File: config.mk
export PLATFORM = sky130hd
export DESIGN_NAME = reg_bank_arbiter
export DESIGN_NICKNAME = d
export VERILOG_FILES = /design/src/rtl/reg_bank_arbiter.sv
export SDC_FILE = /design/constraint.sdc
export NUM_CORES = 1
export LEC_CHECK = 0
export CAP_MARGIN = 20
export CORE_MARGIN = 3
export CORE_UTILIZATION = 40
export CTS_CLUSTER_DIAMETER = 200
export CTS_CLUSTER_SIZE = 40
export DETAILED_ROUTE_END_ITERATION = 8
export PLACE_DENSITY = 0.8
export SKIP_LAST_GASP = 1
export SLEW_MARGIN = 25
export SYNTH_ARGS = -nofsm -noshare
export SYNTH_HDL_FRONTEND = slang
export SYNTH_SLANG_ARGS = --single-unit
File: constraint.sdc
create_clock -name clk -period 7.2 [get_ports clk]
set_clock_uncertainty 0.05 [all_clocks]
set_input_delay 1.08 -clock clk [delete_from_list [all_inputs] [get_ports clk]]
set_output_delay 1.08 -clock clk [all_outputs]
set_load 0.03 [all_outputs]
File: src/rtl/reg_bank_arbiter.sv
// reg_bank_arbiter
//   A single WIDTH-bit shared register written by NREQ requesters under
//   round-robin arbitration. One operation (load / set all ones / clear / nop)
//   is applied per clock. All outputs are registered.
//
//   Optional feature macro: REGARB_LOCK_EN
//     When defined, a winner that also asserts lock keeps the register for
//     back-to-back cycles (state LOCKED) until it drops req or lock.
//     When undefined, lock is ignored and every grant is a single cycle.
//
// Ports
//   clk        in   clock, rising edge
//   rst        in   synchronous reset, active low
//   req        in   [NREQ-1:0] per-requester request
//   op         in   [2*NREQ-1:0] op[2i+1:2i]: 00 load, 01 set, 10 clear, 11 nop
//   din        in   [WIDTH*NREQ-1:0] din[WIDTH*i +: WIDTH] load data
//   lock       in   [NREQ-1:0] per-requester lock request
//   gnt        out  [NREQ-1:0] registered one-hot grant, zero when idle
//   ack        out  registered pulse: an operation was applied at the last edge
//   owner      out  [IDXW-1:0] index of the last granted requester
//   q          out  [WIDTH-1:0] shared register contents
//   state_dbg  out  current FSM state (0 = IDLE, 1 = LOCKED)
//
// Handshake: a requester holds req (with op/din stable) until it sees
// gnt[i]=1 in the cycle after the edge that applied its operation; a
// requester that keeps req high is simply re-arbitrated at the next edge.
module reg_bank_arbiter #(
  parameter int NREQ  = 4,
  parameter int WIDTH = 8,
  parameter int IDXW  = 3
) (
  input  logic                    clk,
  input  logic                    rst,
  input  logic [NREQ-1:0]         req,
  input  logic [2*NREQ-1:0]       op,
  input  logic [WIDTH*NREQ-1:0]   din,
  input  logic [NREQ-1:0]         lock,
  output logic [NREQ-1:0]         gnt,
  output logic                    ack,
  output logic [IDXW-1:0]         owner,
  output logic [WIDTH-1:0]        q,
  output logic                    state_dbg
);

`ifdef REGARB_LOCK_EN
  typedef enum logic {S_IDLE = 1'b0, S_LOCKED = 1'b1} state_t;
`else
  typedef enum logic {S_IDLE = 1'b0} state_t;
  logic unused_lock;
  assign unused_lock = ^lock;
`endif

  state_t            state_q, state_d;
  logic [IDXW-1:0]   ptr_q, ptr_d;
  logic [NREQ-1:0]   gnt_q, gnt_d;
  logic              ack_q, ack_d;
  logic [IDXW-1:0]   owner_q, owner_d;
  logic [WIDTH-1:0]  q_q, q_d;

  // Combinational helpers
  logic              found;
  logic [IDXW-1:0]   win;
  logic [IDXW-1:0]   idx;
  logic [NREQ-1:0]   req_sh;
  logic              apply;
  logic [IDXW-1:0]   sel;
  logic [2*NREQ-1:0] op_sh;
  logic [WIDTH*NREQ-1:0] din_sh;

  function automatic logic [IDXW-1:0] inc_wrap(input logic [IDXW-1:0] x);
    return (x == IDXW'(NREQ - 1)) ? '0 : x + 1'b1;
  endfunction

  always_comb begin
    state_d = state_q;
    ptr_d   = ptr_q;
    gnt_d   = '0;
    ack_d   = 1'b0;
    owner_d = owner_q;
    q_d     = q_q;
    found   = 1'b0;
    win     = '0;
    idx     = ptr_q;
    req_sh  = '0;
    apply   = 1'b0;
    sel     = '0;
    op_sh   = '0;
    din_sh  = '0;

    // Round-robin search starting at ptr, wrapping modulo NREQ.
    for (int k = 0; k < NREQ; k++) begin
      req_sh = req >> idx;
      if (!found && req_sh[0]) begin
        found = 1'b1;
        win   = idx;
      end
      idx = inc_wrap(idx);
    end

`ifdef REGARB_LOCK_EN
    if (state_q == S_LOCKED) begin
      // Only the lock owner is looked at; others keep waiting.
      sel    = owner_q;
      req_sh = req >> owner_q;
      if (!req_sh[0]) begin
        state_d = S_IDLE;
        ptr_d   = inc_wrap(owner_q);
      end else begin
        apply  = 1'b1;
        req_sh = lock >> owner_q;
        if (!req_sh[0]) begin
          // Lock released: this cycle's op still lands, then rotate on.
          state_d = S_IDLE;
          ptr_d   = inc_wrap(owner_q);
        end
      end
    end else
`endif
    if (found) begin
      apply   = 1'b1;
      sel     = win;
      owner_d = win;
      ptr_d   = inc_wrap(win);
`ifdef REGARB_LOCK_EN
      req_sh = lock >> win;
      if (req_sh[0]) begin
        // Pointer stays put while locked; it is set on exit.
        state_d = S_LOCKED;
        ptr_d   = ptr_q;
      end
`endif
    end

    if (apply) begin
      gnt_d  = NREQ'(1) << sel;
      ack_d  = 1'b1;
      op_sh  = op >> {sel, 1'b0};
      din_sh = din >> (WIDTH * int'(sel));
      case (op_sh[1:0])
        2'b00:   q_d = din_sh[WIDTH-1:0];
        2'b01:   q_d = '1;
        2'b10:   q_d = '0;
        default: q_d = q_q;
      endcase
    end
  end

  always_ff @(posedge clk) begin
    if (!rst) begin
      state_q <= S_IDLE;
      ptr_q   <= '0;
      gnt_q   <= '0;
      ack_q   <= 1'b0;
      owner_q <= '0;
      q_q     <= '0;
    end else begin
      state_q <= state_d;
      ptr_q   <= ptr_d;
      gnt_q   <= gnt_d;
      ack_q   <= ack_d;
      owner_q <= owner_d;
      q_q     <= q_d;
    end
  end

  assign gnt       = gnt_q;
  assign ack       = ack_q;
  assign owner     = owner_q;
  assign q         = q_q;
  assign state_dbg = (state_q != S_IDLE);

endmodule

==> flow_metrics.py <==
metrics = {
    "layout": {
        "diodes": 0,
        "drive_gt1_share_pct": 6.81,
        "nFillCells": 339,
        "area_growth_pct": 40.2,
        "nNetsFinal": 291,
    },
    "sta": {
        "period_needed_ns": 5.72,
        "rsz0062_at_grt": "false",
        "hold_violations": 0,
        "setup_tns_ns": 0,
        "worst_pin_slew_ns": 0.985,
        "slew_violations": 0,
        "slew_headroom_pct": 33.3,
        "fin_crit_sh_pct": 79.4,
        "finalSetupViolations": 0,
        "max_freq_mhz": 175,
    },
    "synthesis": {
        "yosys-mux-area-fraction_pct": 14.7,
        "syn_inst": 180,
        "synth-main-ff-cell": "dfxtp_1",
        "yosys.area_share.adder_pct": 3.89,
        "synthesis.area_um2": 1610,
        "yosysWarnings": 0,
        "synth_top_family_by_area": "compound AO/OA/AOI/OAI gates",
        "synth_cell_types": 50,
        "synth_simple_gate_area_share_pct": 19.8,
        "synth-compound-area-share_pct": 29.8,
        "synth-xor-area-share_pct": 0,
        "synth-edff-count": 0,
        "ys_seq_area_share_pct": 23.7,
        "synth_seq_cells": 19,
        "avgSynthCellArea_um2": 8.93,
        "synth_nets": 235,
        "async_reset_ff_share_pct": 0,
    },
    "die": {
        "coreArea_um2": 3770,
        "die_x_um": 69.4,
        "io_pins": 67,
        "num_rows": 22,
        "initial_core_util_pct": 42.6,
        "die_y_um": 69.4,
        "die_area_um2": 4820,
    },
    "worst_setup_path": {
        "crit_required_ns": 7.32,
        "cp_max_fo": 13,
        "rr_worst_depth": 17,
        "slowest_stage": "o311ai_1",
        "slowest_delay_ns": 0.85,
        "regToRegSetupSlack_ns": 1.48,
        "cp.arrival_ns": 5.84,
        "crit_path_end_kind": "flop",
        "crit_chain": "ha_1 -> nor2b_1 -> nor2_1 -> inv_1 -> ha_1 -> nand2b_1 -> a211oi_1 -> o31ai_2 -> and4b_1 -> nor3_4 -> buf_4 -> mux2_4 -> ha_1 -> inv_1 -> o311ai_1 -> o311ai_1 -> o31ai_1",
        "cpMostUsedCell": "ha_1",
        "crit_type": "reg2reg",
        "r2r_start": "ptr_q[0]",
        "r2r-end": "q[4]",
        "start_kind": "flop",
    },
    "clock_network": {
        "ctsHtreeMaxLevel": 1,
        "cts_buffers": 3,
        "clk_pin_slew_ns": 0.08,
        "hold_buffers": 0,
        "cts_tree": "done",
        "cts_sinks": 19,
        "clk_latency_ns": 0.26,
        "postCtsSetupBuffers": 0,
        "cts-resized-gates": 0,
        "root_buffer": "clkbuf_8",
        "clk_path_buf_depth": 2,
    },
    "pwr": {
        "power.total_mw": 1.23,
        "irDropWorstVdd_v": 0.000288,
        "power_density_nw_per_um2": 544,
        "leakage_nw": 0.896,
    },
    "global_route": {
        "overflow": 0,
        "grt_pass1_vias": 1525,
        "antenna_found_initial": 0,
        "grt_max_degree": 23,
        "grt_first_pass_wirelength_mm": 7.19,
        "grt_use_total_pct": 17.9,
    },
    "drt": {
        "routed_wl_mm": 4.43,
        "ant_nets": 0,
        "dr.pass1.iters": 4,
        "wl_per_cell_um": 15.6,
        "dr_total_vias": 1633,
        "post-route-drc-count": 0,
        "vias_per_cell": 5.77,
        "first_iter_violations": 94,
    },
    "worst_hold_path": {
        "worstHoldStart": "owner[0]",
        "hold_class": "reg2reg",
        "holdPathStages": 2,
        "whs_endpoint": "owner[0]",
    },
    "placed_design": {
        "portBuffers": 61,
        "place.gp.congestion": 0.909,
        "hpwl_mm": 3.42,
    },
    "outcome": {
        "status": "complete, no violations",
    },
    "flow_run": {
        "cap_violations": 0,
    },
}
## metal layers
layer	part of all wire (%)	vias up	track usage, %
met5	0	-	0
met4	2.1	0	7.38
met3	5.9	8	2.61
met2	46	55	28.0
met1	46	749	24.4
li1	-	821	-
## Yosys cell counts, types with 3 or more instances
cell type   n  area share, %
clkbuf_1    3           0.70
a21oi_1     3           0.93
and4_1      8            4.4
o31a_1      7            3.8
dfxtp_1    19             24
o21a_1      8            3.7
o21ai_0    10            3.1
and3_1      3            1.2
o31ai_1     9            4.2
nor3_1      5            1.6
nor2b_1     4            1.6
ha_1        5            3.9
nand4_1     3            1.2
o311ai_1    9            4.9
nand2b_1    7            2.7
mux2i_1    15            9.3
nand2_1     9            2.1
buf_4       3            1.4
inv_1      11            2.6
## through the flow
stage,hold slack (ns),area [um2],std cells,utilization [%],worst slack (ns)
3_3_place_gp,0.409,2200,279,58.5,1.49
4_1_cts,0.428,2250,283,59.8,1.55
6_report,0.424,2250,283,59.8,1.48
5_1_grt,0.460,2250,283,59.8,0.962
3_5_place_dp,0.418,2200,279,58.5,1.40
2_1_floorplan,0.471,1610,180,-,2.70
## layout by cell type, fill, tap and decap left out, types with 2 or more instances in the layout
cell / netlist / final
a211oi_1: 2 / 2
a21boi_0: 2 / 2
a21oi_1: 3 / 3
a31oi_1: 2 / 2
and3_1: 3 / 3
and4_1: 8 / 8
clkbuf_8: 0 / 3
clkdlybuf4s50_1: 0 / 61
dfxtp_1: 19 / 19
ha_1: 5 / 5
inv_1: 11 / 11
mux2_4: 2 / 2
mux2i_1: 15 / 15
mux4_2: 2 / 2
nand2_1: 9 / 9
nand2b_1: 7 / 7
nand3_1: 2 / 2
nand4_1: 3 / 3
nor2b_1: 4 / 4
nor3_1: 5 / 5
o21a_1: 8 / 8
o21ai_0: 10 / 10
o311ai_1: 9 / 9
o31a_1: 7 / 7
o31ai_1: 9 / 9
## area by class of cell
cell class                 count  area, um2  share of cell area (%)
clock inverter                 1       7.51                   0.333
inverter                      12       45.0                    2.00
sequential                    19        380                    16.9
clock buffer                   3       41.3                    1.83
tap                           48       60.1                    2.67
timing repair buffer          62        618                    27.4
multi-input combinational    138       1100                    48.9
## worst max-delay path: cells and delay by family (launching register included)
kind | cells | cell delay, ns
flip-flops | 1 | 0.62
AO/OA/AOI/OAI | 5 | 1.73
multiplexers | 1 | 0.32
adder cells (fa/ha/maj) | 3 | 0.94
buffers and inverters | 3 | 0.55
AND/OR/NAND/NOR | 5 | 1.39
## kinds of logic after synthesis
| family | count (synthesis) |
|---|---|
| compound gates | 62 |
| fa+ha+maj | 5 |
| mux | 20 |
| flops | 19 |
| simple gates | 50 |
| other cells | 1 |
| buf+inv | 23 |
## sequential cells by signal, summed over array words and instances (netlist names)
signal  count
owner       3
ack         1
ptr_q       3
gnt         4
q           8
## power by group
| group | switching, mW | total (mW) | internal (mW) | leakage [nW] |
|---|---|---|---|---|
| clock network | 0.0391 | 0.0781 | 0.0390 | 0.0217 |
| logic | 0.570 | 0.978 | 0.408 | 0.718 |
| registers | 0.0260 | 0.169 | 0.143 | 0.157 |
| total | 0.635 | 1.23 | 0.590 | 0.896 |
## worst max path at each step
stage               slack (ns)  cells after the start   end     start
floorplan                 2.70                     18  q[0]  ptr_q[0]
global placement          1.49                     15  q[5]    req[1]
detailed placement        1.40                     15  q[0]    req[1]
CTS                       1.55                     17  q[3]  ptr_q[0]
global route              0.96                     19  q[4]  ptr_q[0]
finish                    1.48                     17  q[4]  ptr_q[0]
No activity file was read; power rests on OpenSTA's default activity.
